$ cat src/rtl/operand_fetch.sv
// Operand fetch: scoreboarded RAW hazard detection and a single-entry operand register toward execute.
// Define OPERAND_FETCH_BYPASS_EN to let a same-cycle writeback satisfy a pending source instead of stalling.
module operand_fetch #(
  parameter int XLEN = 32
) (
  input  logic            clk,
  input  logic            rst_n,
  input  logic            in_valid,
  output logic            in_ready,
  input  logic [4:0]      in_rs1,
  input  logic [4:0]      in_rs2,
  input  logic [4:0]      in_rd,
  input  logic            in_rd_we,
  input  logic [31:0]     in_pc,
  output logic [4:0]      rf_a_ptr,
  output logic [4:0]      rf_b_ptr,
  input  logic [XLEN-1:0] rf_a,
  input  logic [XLEN-1:0] rf_b,
  input  logic            wb_en,
  input  logic [4:0]      wb_ptr,
  input  logic [XLEN-1:0] wb_data,
  output logic            out_valid,
  input  logic            out_ready,
  output logic [XLEN-1:0] out_rs1_val,
  output logic [XLEN-1:0] out_rs2_val,
  output logic [4:0]      out_rd,
  output logic            out_rd_we,
  output logic [31:0]     out_pc,
  input  logic            flush
);

  localparam int NREG = 32;

`ifdef OPERAND_FETCH_BYPASS_EN
  localparam bit BYPASS = 1'b1;
`else
  localparam bit BYPASS = 1'b0;
`endif

  // x0 is hard-wired to zero; a bypassed source takes the writeback value.
  function automatic logic [XLEN-1:0] resolve_op(
    input logic [4:0]      rs,
    input logic            byp,
    input logic [XLEN-1:0] wbv,
    input logic [XLEN-1:0] rfv
  );
    logic [XLEN-1:0] v;
    v = rfv;
    if (rs == 5'd0) v = '0;
    else if (byp)   v = wbv;
    return v;
  endfunction

  // A source stalls if it is pending in the scoreboard (and not being written
  // back this cycle with bypass), or if the held output entry will write it.
  function automatic logic src_hazard(
    input logic [4:0]      rs,
    input logic            pend,
    input logic            byp,
    input logic            held_vld,
    input logic            held_we,
    input logic [4:0]      held_rd
  );
    logic h;
    h = 1'b0;
    if (rs != 5'd0) begin
      if (pend && !byp)                          h = 1'b1;
      if (held_vld && held_we && held_rd == rs)  h = 1'b1;
    end
    return h;
  endfunction

  logic            vld_p1;
  logic [XLEN-1:0] rs1_val_p1;
  logic [XLEN-1:0] rs2_val_p1;
  logic [4:0]      rd_p1;
  logic            rd_we_p1;
  logic [31:0]     pc_p1;
  logic [NREG-1:0] sb_q;

  logic            wb_live;
  logic            byp_a;
  logic            byp_b;
  logic            haz_a;
  logic            haz_b;
  logic            hazard;
  logic            accept;
  logic            out_fire;
  logic [NREG-1:0] sb_set;
  logic [NREG-1:0] sb_clr;
  logic [NREG-1:0] sb_next;
  logic [XLEN-1:0] rs1_val_p0;
  logic [XLEN-1:0] rs2_val_p0;

  assign rf_a_ptr = in_rs1;
  assign rf_b_ptr = in_rs2;

  // Stage p0: hazard check and operand selection for the incoming instruction
  always_comb begin
    wb_live  = wb_en && (wb_ptr != 5'd0);
    byp_a    = BYPASS && wb_live && (wb_ptr == in_rs1);
    byp_b    = BYPASS && wb_live && (wb_ptr == in_rs2);
    haz_a    = src_hazard(in_rs1, sb_q[in_rs1], byp_a, vld_p1, rd_we_p1, rd_p1);
    haz_b    = src_hazard(in_rs2, sb_q[in_rs2], byp_b, vld_p1, rd_we_p1, rd_p1);
    hazard   = haz_a || haz_b;
    in_ready = (!vld_p1 || out_ready) && !hazard && !flush;
    accept   = in_valid && in_ready;
    out_fire = vld_p1 && out_ready && !flush;

    rs1_val_p0 = resolve_op(in_rs1, byp_a, wb_data, rf_a);
    rs2_val_p0 = resolve_op(in_rs2, byp_b, wb_data, rf_b);

    sb_set = '0;
    sb_clr = '0;
    if (out_fire && rd_we_p1 && (rd_p1 != 5'd0)) sb_set[rd_p1]  = 1'b1;
    if (wb_live)                                 sb_clr[wb_ptr] = 1'b1;
    sb_next = (sb_q & ~sb_clr) | sb_set;
  end

  // Stage p1: held output entry and scoreboard state
  always_ff @(posedge clk) begin
    if (!rst_n) begin
      vld_p1     <= 1'b0;
      sb_q       <= '0;
      rs1_val_p1 <= '0;
      rs2_val_p1 <= '0;
      rd_p1      <= '0;
      rd_we_p1   <= 1'b0;
      pc_p1      <= '0;
    end else begin
      sb_q <= sb_next;
      if (flush)         vld_p1 <= 1'b0;
      else if (accept)   vld_p1 <= 1'b1;
      else if (out_fire) vld_p1 <= 1'b0;
      if (accept) begin
        rs1_val_p1 <= rs1_val_p0;
        rs2_val_p1 <= rs2_val_p0;
        rd_p1      <= in_rd;
        rd_we_p1   <= in_rd_we;
        pc_p1      <= in_pc;
      end
    end
  end

  assign out_valid   = vld_p1;
  assign out_rs1_val = rs1_val_p1;
  assign out_rs2_val = rs2_val_p1;
  assign out_rd      = rd_p1;
  assign out_rd_we   = rd_we_p1;
  assign out_pc      = pc_p1;

endmodule

$ cat config.mk
export PLATFORM = sky130hd
export DESIGN_NAME = operand_fetch
export DESIGN_NICKNAME = d
export VERILOG_FILES = /design/src/rtl/operand_fetch.sv
export SDC_FILE = /design/constraint.sdc
export NUM_CORES = 1
export LEC_CHECK = 0
export BUFFER_PORTS_ARGS = -buffer_cell sky130_fd_sc_hd__buf_2
export CAP_MARGIN = 10
export CORE_MARGIN = 4
export CORE_UTILIZATION = 43
export DETAILED_ROUTE_END_ITERATION = 10
export GPL_TIMING_DRIVEN = 0
export PLACE_DENSITY = 0.76
export SLEW_MARGIN = 40
export SYNTH_ARGS = -nofsm -noshare
export SYNTH_HDL_FRONTEND = slang
export SYNTH_SLANG_ARGS = --single-unit
$ cat constraint.sdc
create_clock -name clk -period 2.5 [get_ports clk]
set_input_delay 0.5 -clock clk [delete_from_list [all_inputs] [get_ports clk]]
set_output_delay 0.5 -clock clk [all_outputs]
set_load 0.02 [all_outputs]
==> flow_summary.yaml, run 1 <==
routing:
  dr.pass1.iters: 5
  antenna_left: 0
  drt_iter0_markers: 408
  avgRoutedWirePerCell_um: 17.42
  via_count: 6244
  viasPerCell: 5.369
  route.detailed.drc: 0
  drt_wl_total_mm: 20.26
hold_path:
  holdPathStages: 3
  hold_path.startpoint: "in_pc[10]"
  hold_class: "in2reg"
final_layout:
  fin_util: 0.5962
  final_common_cell: "buf_2"
  layout_common_cells: "buf_2 (235), nand2_1 (208), dfxtp_1 (128)"
  final_nets: 1124
  drive_gt1_frac: 0.3462
  area_growth_pct: 34.47
logic_synthesis:
  yosysTopAreaCellShare: 0.4341
  syn_nets: 866
  synthTopCellsByArea: "dfxtp_1 (43%), mux2i_1 (13%), nand2_1 (13%), mux4_2 (4.7%), nand3_1 (3.4%)"
  syn_inst: 711
  synth_seq_area_share: 0.4341
  ys_seq_elements: 135
  avgSynthCellArea_um2: 8.757
  synthArstFlopShare: 0
  yosysWarnings: 0
  synth_top_area_cell: "dfxtp_1"
  syn_area_um2: 6226
  yosysUniqueCellTypes: 43
  synthFlopType: "dfxtp_1"
  synth_edf_count: 0
clock_network:
  ctsHoldBuffers: 0
  cts_root_buffer: "clkbuf_16"
  clkLatencyLatePin_ps: 420
  cts_buffer_depth: 2
  htree_levels: 4
  cts.sinks: 135
  tritoncts: "done"
  path_clk_slew_ps: 60
  numCtsBuffers: 17
power_and_ir_drop:
  power_per_cell_area_nw_per_um2: 652.6
  intPower_mw: 3.985
  p_comb_frac: 0.134
  p_sw_mw: 1.478
  p_total_mw: 5.463
  leakage_nw: 3.685
  ir_worst_vdd_uv: 540.3
  seqPwrFrac: 0.415
  netSwitchingFraction: 0.2705
  clkPwrFrac: 0.451
critical_path:
  end_kind: "output pin"
  required_ps: 2000
  cp.arrival_ps: 2050
  worstSetupStartpointType: "flip-flop"
  cp_max_fo: 3
  r2r-start: "out_rd[0]"
  reg2reg_depth: 9
  critPathLaunch: "sb_q[0]"
  crit_type: "reg2out"
timing:
  tightest_slew_ps: 716.7
  fin_crit_sh: 1.020
  finalMaxSlewViolations: 0
  rsz0062_at_grt: "yes"
  fmax_mhz: 392.2
  slew_headroom: 0.5222
  fin_skew_ps: 9.020
  hold_viol: 0
  setup_ws_ps: -49.86
  setup_viol: 1
  holdWs_ps: 321.0
  layout_min_cycle_time_ps: 2550
global_route:
  grt_pass1_vias: 5938
  grt_usage: 0.2379
  grt_pass1_wl_mm: 31.11
  grt_max_degree: 17
  grt.overflow.total: 0
  antenna_found_initial: 1
place:
  dp_hpwl_mm: 14.86
  portBuffers: 230
  gp_congestion: 0.8878
run_status:
  violations: "setup timing"
  status: "finished with violations"
die:
  dieArea_um2: 16470
  die_h_um: 128.3
  core-area_um2: 14040
  die_w_um: 128.3
  start_util: 0.4434
  ios: 269
  num_rows: 43
flow_run:
  drv.max_cap_violation_count: 0
[critical path, stage by stage, from the launching register on]
cell,delay (ps)
dfxtp_2,330
mux4_2,470
a22oi_2,190
nand3_2,110
o21ai_2,150
and4_1,240
buf_6,130
[synth_stat cells, types with 3 or more instances]
master,n
dfxtp_1,135
inv_1,5
o22ai_1,33
or3b_1,3
nand2_1,208
nand3_1,42
buf_4,12
xnor2_1,4
nor2b_1,3
buf_6,7
mux2i_1,78
nand2b_1,4
nand3b_1,6
nor3_1,4
clkbuf_1,39
o21ai_0,31
a21boi_0,6
mux4_2,13
nor2_1,9
buf_2,6
a21boi_1,26
xor2_1,4
nor3b_1,4
[logic make-up after synthesis]
kind of cell	Yosys count	share of synthesized area
xor+xnor	8	0.01125
flops	135	0.4341
buf+inv	71	0.06150
simple gates	298	0.2080
mux	91	0.1724
compound gates	108	0.1127
[per-stage QoR]
stage / std cells / setup TNS, ps / area (um2) / setup WS, ps
floorplan: 711 / 0 / 6228 / 31.67
global placement: 1121 / -36400 / 7605 / -406.5
detailed placement: 1122 / -40350 / 7626 / -456.9
CTS: 1160 / -35.37 / 8338 / -35.37
global route: 1163 / -112.5 / 8372 / -110.9
finish: 1163 / -49.86 / 8372 / -49.86
[sequential cells by signal, indices dropped and copies added, names as in the netlist]
name,cells
out_rd,5
out_pc,32
out_rs1_val,32
out_rd_we,1
out_valid,1
sb_q,32
out_rs2_val,32
[power by group through the flow]
stage	logic, mW	registers (mW)	clock network (mW)
floorplan	0.336	2.40	0
global placement	0.705	2.31	0
detailed placement	0.712	2.31	0
CTS	0.726	2.27	2.48
global route	0.790	2.28	2.59
finish	0.732	2.27	2.46
[what timing repair did]
| action | in CTS | in global routing |
|---|---|---|
| buffers inserted | 6 | 2 |
| endpoints found under the setup margin | 101 | 34 |
| resized for setup | 29 | 9 |
| pin swaps | 9 | 6 |
| gates cloned | 0 | 0 |
[layer usage]
layer / GRT usage / share of wire / vias up
met3: 0.06351 / 0.092 / 45
met5: 0 / 0 / -
met2: 0.3865 / 0.48 / 315
met4: 0.09301 / 0.026 / 0
li1: - / - / 2980
met1: 0.3028 / 0.40 / 2904
[layout make-up]
| type | count | area [um2] |
|---|---|---|
| Clock buffer | 21 | 470.5 |
| Buffer | 65 | 386.6 |
| Sequential cell | 135 | 2711 |
| Fill cell | 1253 | 5670 |
| Timing Repair Buffer | 239 | 1222 |
| Tap cell | 180 | 225.2 |
| Inverter | 6 | 23.77 |
| Clock inverter | 11 | 112.6 |
| Multi-Input combinational cell | 505 | 3217 |
| Antenna cell | 1 | 2.502 |
[worst paths after layout]
check / endpoint / slack (ps)
setup / recovery: in_ready / -50
hold / removal: out_pc[10] / 320
setup reg to reg: out_rs1_val[28] / 90
hold reg to reg: out_rs2_val[12] / 450
No activity file was read; power rests on OpenSTA's default activity.
==> inputs of run 2 (changes only) <==
CORE_UTILIZATION = 52   (was 43)
PLACE_DENSITY = 0.86   (was 0.76)
clock period = 3.25 ns   (was 2.5 ns; I/O delays follow)
==> flow_summary.yaml, run 2 (same netlist as run 1, synthesis figures left out) <==
run_status:
  status: "completed"
clock_network:
  clkLatencyLatePin_ps: 420
  htree_levels: 4
  tritoncts: "done"
  path_clk_slew_ps: 60
  cts_buffer_depth: 2
  cts_setup_buffers: 0
  cts_root_buffer: "clkbuf_16"
  cts-resized-gates: 0
  cts.sinks: 135
  numCtsBuffers: 17
  ctsHoldBuffers: 0
final_layout:
  final_common_cell: "buf_2"
  layout_common_cells: "buf_2 (236), nand2_1 (208), dfxtp_1 (135)"
  area_growth_pct: 30.61
  final_nets: 1115
  final_cells: 1117
  drive_gt1_frac: 0.3113
  fin_util: 0.7031
  final_cell_area_um2: 8132
critical_path:
  cp_max_fo: 10
  r2r-start: "out_rd[0]"
  required_ps: 2600
  timing.rr.end: "out_rs1_val[16]"
  worstSetupStartpointType: "primary input"
  endpoint: "in_ready"
  end_kind: "output pin"
  reg2reg_depth: 8
  cp.arrival_ps: 2450
  rrSetupSlack_ps: 560
  critPathLaunch: "in_rs1[0]"
  crit_type: "in2out"
die:
  core-area_um2: 11560
  ios: 269
  die_h_um: 117.4
  dieArea_um2: 13790
  die_w_um: 117.4
  num_rows: 39
  start_util: 0.5384
timing:
  setup_viol: 0
  rsz0062_at_grt: "no"
  layout_min_cycle_time_ps: 3101
  setup_tns_ps: 0
  fin_skew_ps: 7.610
  setup_ws_ps: 148.9
  slew_headroom: 0.5433
  fmax_mhz: 322.5
  holdWs_ps: 453.1
  finalMaxSlewViolations: 0
  hold_viol: 0
  tightest_slew_ps: 682.0
  fin_crit_sh: 0.9542
place:
  pre_cts_ws_ps: 115.1
  dp_hpwl_mm: 14.43
  placed_area_um2: 7572
  dpl.cell_count: 1084
  gp_congestion: 0.8888
  portBuffers: 230
power_and_ir_drop:
  ir_worst_vdd_uv: 375.3
  leakage_nw: 3.573
  p_total_mw: 4.065
  power_per_cell_area_nw_per_um2: 499.9
routing:
  antenna_left: 0
  route.detailed.drc: 0
  dr.pass1.iters: 5
  avgRoutedWirePerCell_um: 17.45
  viasPerCell: 5.615
  via_count: 6272
  drt_iter0_markers: 574
  drt_wl_total_mm: 19.49
global_route:
  grt_pass1_wl_mm: 31.64
  grt.overflow.total: 0
  grt_max_degree: 17
  antenna_found_initial: 4
  grt_usage: 0.2825
  grt_pass1_vias: 6102
hold_path:
  hold_path.startpoint: "out_pc[22]"
  hold_class: "reg2reg"
flow_run:
  drv.max_cap_violation_count: 0
[run 2: changes by cell type in the layout (fill, tap and decap cells not counted), moves of 3 or more]
cell | previous run | this run
dfxtp_2 | 7 | 0
inv_6 | 5 | 0
clkbuf_1 | 32 | 39
buf_4 | 21 | 12
diode_2 | 1 | 4
clkbuf_4 | 3 | 0
dfxtp_1 | 128 | 135
[run 2: routing by layer]
metal | up-vias | global-route usage | share of wire
li1 | 2961 | - | -
met4 | 0 | 0.1261 | 0.030
met2 | 328 | 0.4566 | 0.49
met5 | - | 0 | 0
met1 | 2936 | 0.3418 | 0.39
met3 | 47 | 0.09673 | 0.091
[run 2: power by group]
group	total (mW)	internal [mW]	switching, mW
sequential	1.75	1.71	0.0309
combinational	0.549	0.217	0.332
clock	1.77	1.08	0.695
[run 2: how the worst min path moves through the flow]
stage | endpoint | slack (ps) | depth (start not counted)
6_report | out_pc[22] | 450 | 2
3_5_place_dp | out_pc[25] | 440 | 2
2_1_floorplan | sb_q[0] | 450 | 1
5_1_grt | out_rs2_val[8] | 470 | 2
4_1_cts | out_rs2_val[4] | 450 | 2
3_3_place_gp | out_rs2_val[22] | 440 | 2
[run 2: final cells by class]
cell class | instances | area, um2
diodes | 4 | 10.01
plain buffers | 65 | 362.8
clock buffers | 21 | 460.4
clock inverters | 8 | 77.57
fillers | 907 | 3433
inverters | 6 | 22.52
multi-input cells | 505 | 3166
flip-flops and latches | 135 | 2703
well taps | 143 | 178.9
repair buffers | 230 | 1151
[run 2: worst max-delay path, stage by stage]
cell and delay, ps:
buf_2 290, mux4_2 550, a22oi_1 200, nand3_1 130
o21ai_1 200, and4_1 240, buf_2 170
==> inputs of run 3 (changes only) <==
==> constraint.sdc (replaced) <==
create_clock -name clk -period 3.25 [get_ports clk]
set_input_delay 0.1625 -clock clk [delete_from_list [all_inputs] [get_ports clk]]
set_output_delay 0.1625 -clock clk [all_outputs]
set_load 0.02 [all_outputs]
==> flow_summary.yaml, run 3 (same netlist as run 1, synthesis figures left out) <==
run_status:
  status: "completed"
power_and_ir_drop:
  ir_worst_vdd_uv: 339.6
  p_total_mw: 4.189
  leakage_nw: 3.855
  power_per_cell_area_nw_per_um2: 475.1
critical_path:
  timing.rr.end: "out_rs1_val[16]"
  cp_max_fo: 10
  critPathLaunch: "out_rd[0]"
  end_kind: "flip-flop"
  worstSetupStartpointType: "flip-flop"
  required_ps: 3520
  endpoint: "out_rs1_val[16]"
  cp.arrival_ps: 3060
  rrSetupSlack_ps: 460
  r2r-start: "out_rd[0]"
  reg2reg_depth: 8
  crit_type: "reg2reg"
clock_network:
  tritoncts: "done"
  cts_root_buffer: "clkbuf_16"
  cts_setup_buffers: 0
  cts-resized-gates: 0
  ctsHoldBuffers: 68
  numCtsBuffers: 17
  htree_levels: 4
  cts.sinks: 135
  cts_buffer_depth: 2
  path_clk_slew_ps: 60
  clkLatencyLatePin_ps: 420
final_layout:
  fin_util: 0.7624
  layout_common_cells: "buf_2 (236), nand2_1 (208), dfxtp_1 (135)"
  final_nets: 1184
  area_growth_pct: 41.62
  final_common_cell: "buf_2"
  drive_gt1_frac: 0.2887
routing:
  antenna_left: 0
  dr.pass1.iters: 7
  avgRoutedWirePerCell_um: 19.60
  route.detailed.drc: 0
  drt_iter0_markers: 718
  drt_wl_total_mm: 23.23
  viasPerCell: 5.839
  via_count: 6919
timing:
  rsz0062_at_grt: "no"
  fin_skew_ps: 11.10
  fin_crit_sh: 0.8588
  fmax_mhz: 358.3
  slew_headroom: 0.5638
  setup_tns_ps: 0
  layout_min_cycle_time_ps: 2791
  setup_ws_ps: 458.7
  tightest_slew_ps: 651.9
  setup_viol: 0
  holdWs_ps: 3.706
  hold_viol: 0
  finalMaxSlewViolations: 0
hold_path:
  holdPathStages: 3
  hold_class: "in2reg"
global_route:
  grt_max_degree: 17
  antenna_found_initial: 3
  grt_pass1_vias: 6964
  grt_pass1_wl_mm: 36.54
  grt_usage: 0.3295
  grt.overflow.total: 0
die:
  die_w_um: 117.4
  core-area_um2: 11560
  ios: 269
  dieArea_um2: 13790
  num_rows: 39
  die_h_um: 117.4
  start_util: 0.5384
flow_run:
  drv.max_cap_violation_count: 0
place:
  gp_congestion: 0.8888
  pre_cts_ws_ps: 653.2
  portBuffers: 230
  dp_hpwl_mm: 14.43
==> run 3: worst min-delay path by stage <==
stage / start / end
after floorplan: in_pc[0] / out_pc[0]
after global placement: in_pc[26] / out_pc[26]
after detailed placement: in_pc[10] / out_pc[10]
after CTS: rf_a[2] / out_rs1_val[2]
after global routing: rf_b[5] / out_rs2_val[5]
final: in_rd_we / out_rd_we
==> run 3: metal layers <==
metal  up-vias  track usage  share of wire
met5         -            0              0
met4         0       0.2133          0.060
met3       130       0.1025          0.096
met2       488       0.5329           0.48
met1      3206       0.3775           0.37
li1       3095            -              -
==> run 3: power breakdown <==
group | switching, mW | total (mW) | internal (mW)
combinational | 0.365 | 0.637 | 0.271
clock | 0.727 | 1.80 | 1.08
sequential | 0.0356 | 1.75 | 1.71
total | 1.13 | 4.19 | 3.06
==> run 3: final cells by class <==
| cell class | count | area (um2) |
|---|---|---|
| antenna | 3 | 7.507 |
| clock inverter | 8 | 77.57 |
| inverter | 6 | 22.52 |
| fill | 751 | 2748 |
| clock buffer | 21 | 460.4 |
| buffer | 65 | 360.3 |
| tap | 143 | 178.9 |
| timing repair buffer | 299 | 1842 |
| sequential | 135 | 2703 |
| multi-input combinational | 505 | 3166 |
==> run 3: worst max-delay path, stage by stage (launching register included) <==
cell and delay (ps):
dfxtp_1 320, clkbuf_1 460, inv_1 230, a221oi_1 340, a41oi_1 180, and2_0 230
nand4b_1 270, clkbuf_1 410, o22ai_1 230
==> run 3: through the flow <==
stage / area [um2] / std cells
5_1_grt: 8817 / 1185
4_1_cts: 8791 / 1181
3_3_place_gp: 7556 / 1084
6_report: 8817 / 1185
2_1_floorplan: 6226 / 711
3_5_place_dp: 7572 / 1084
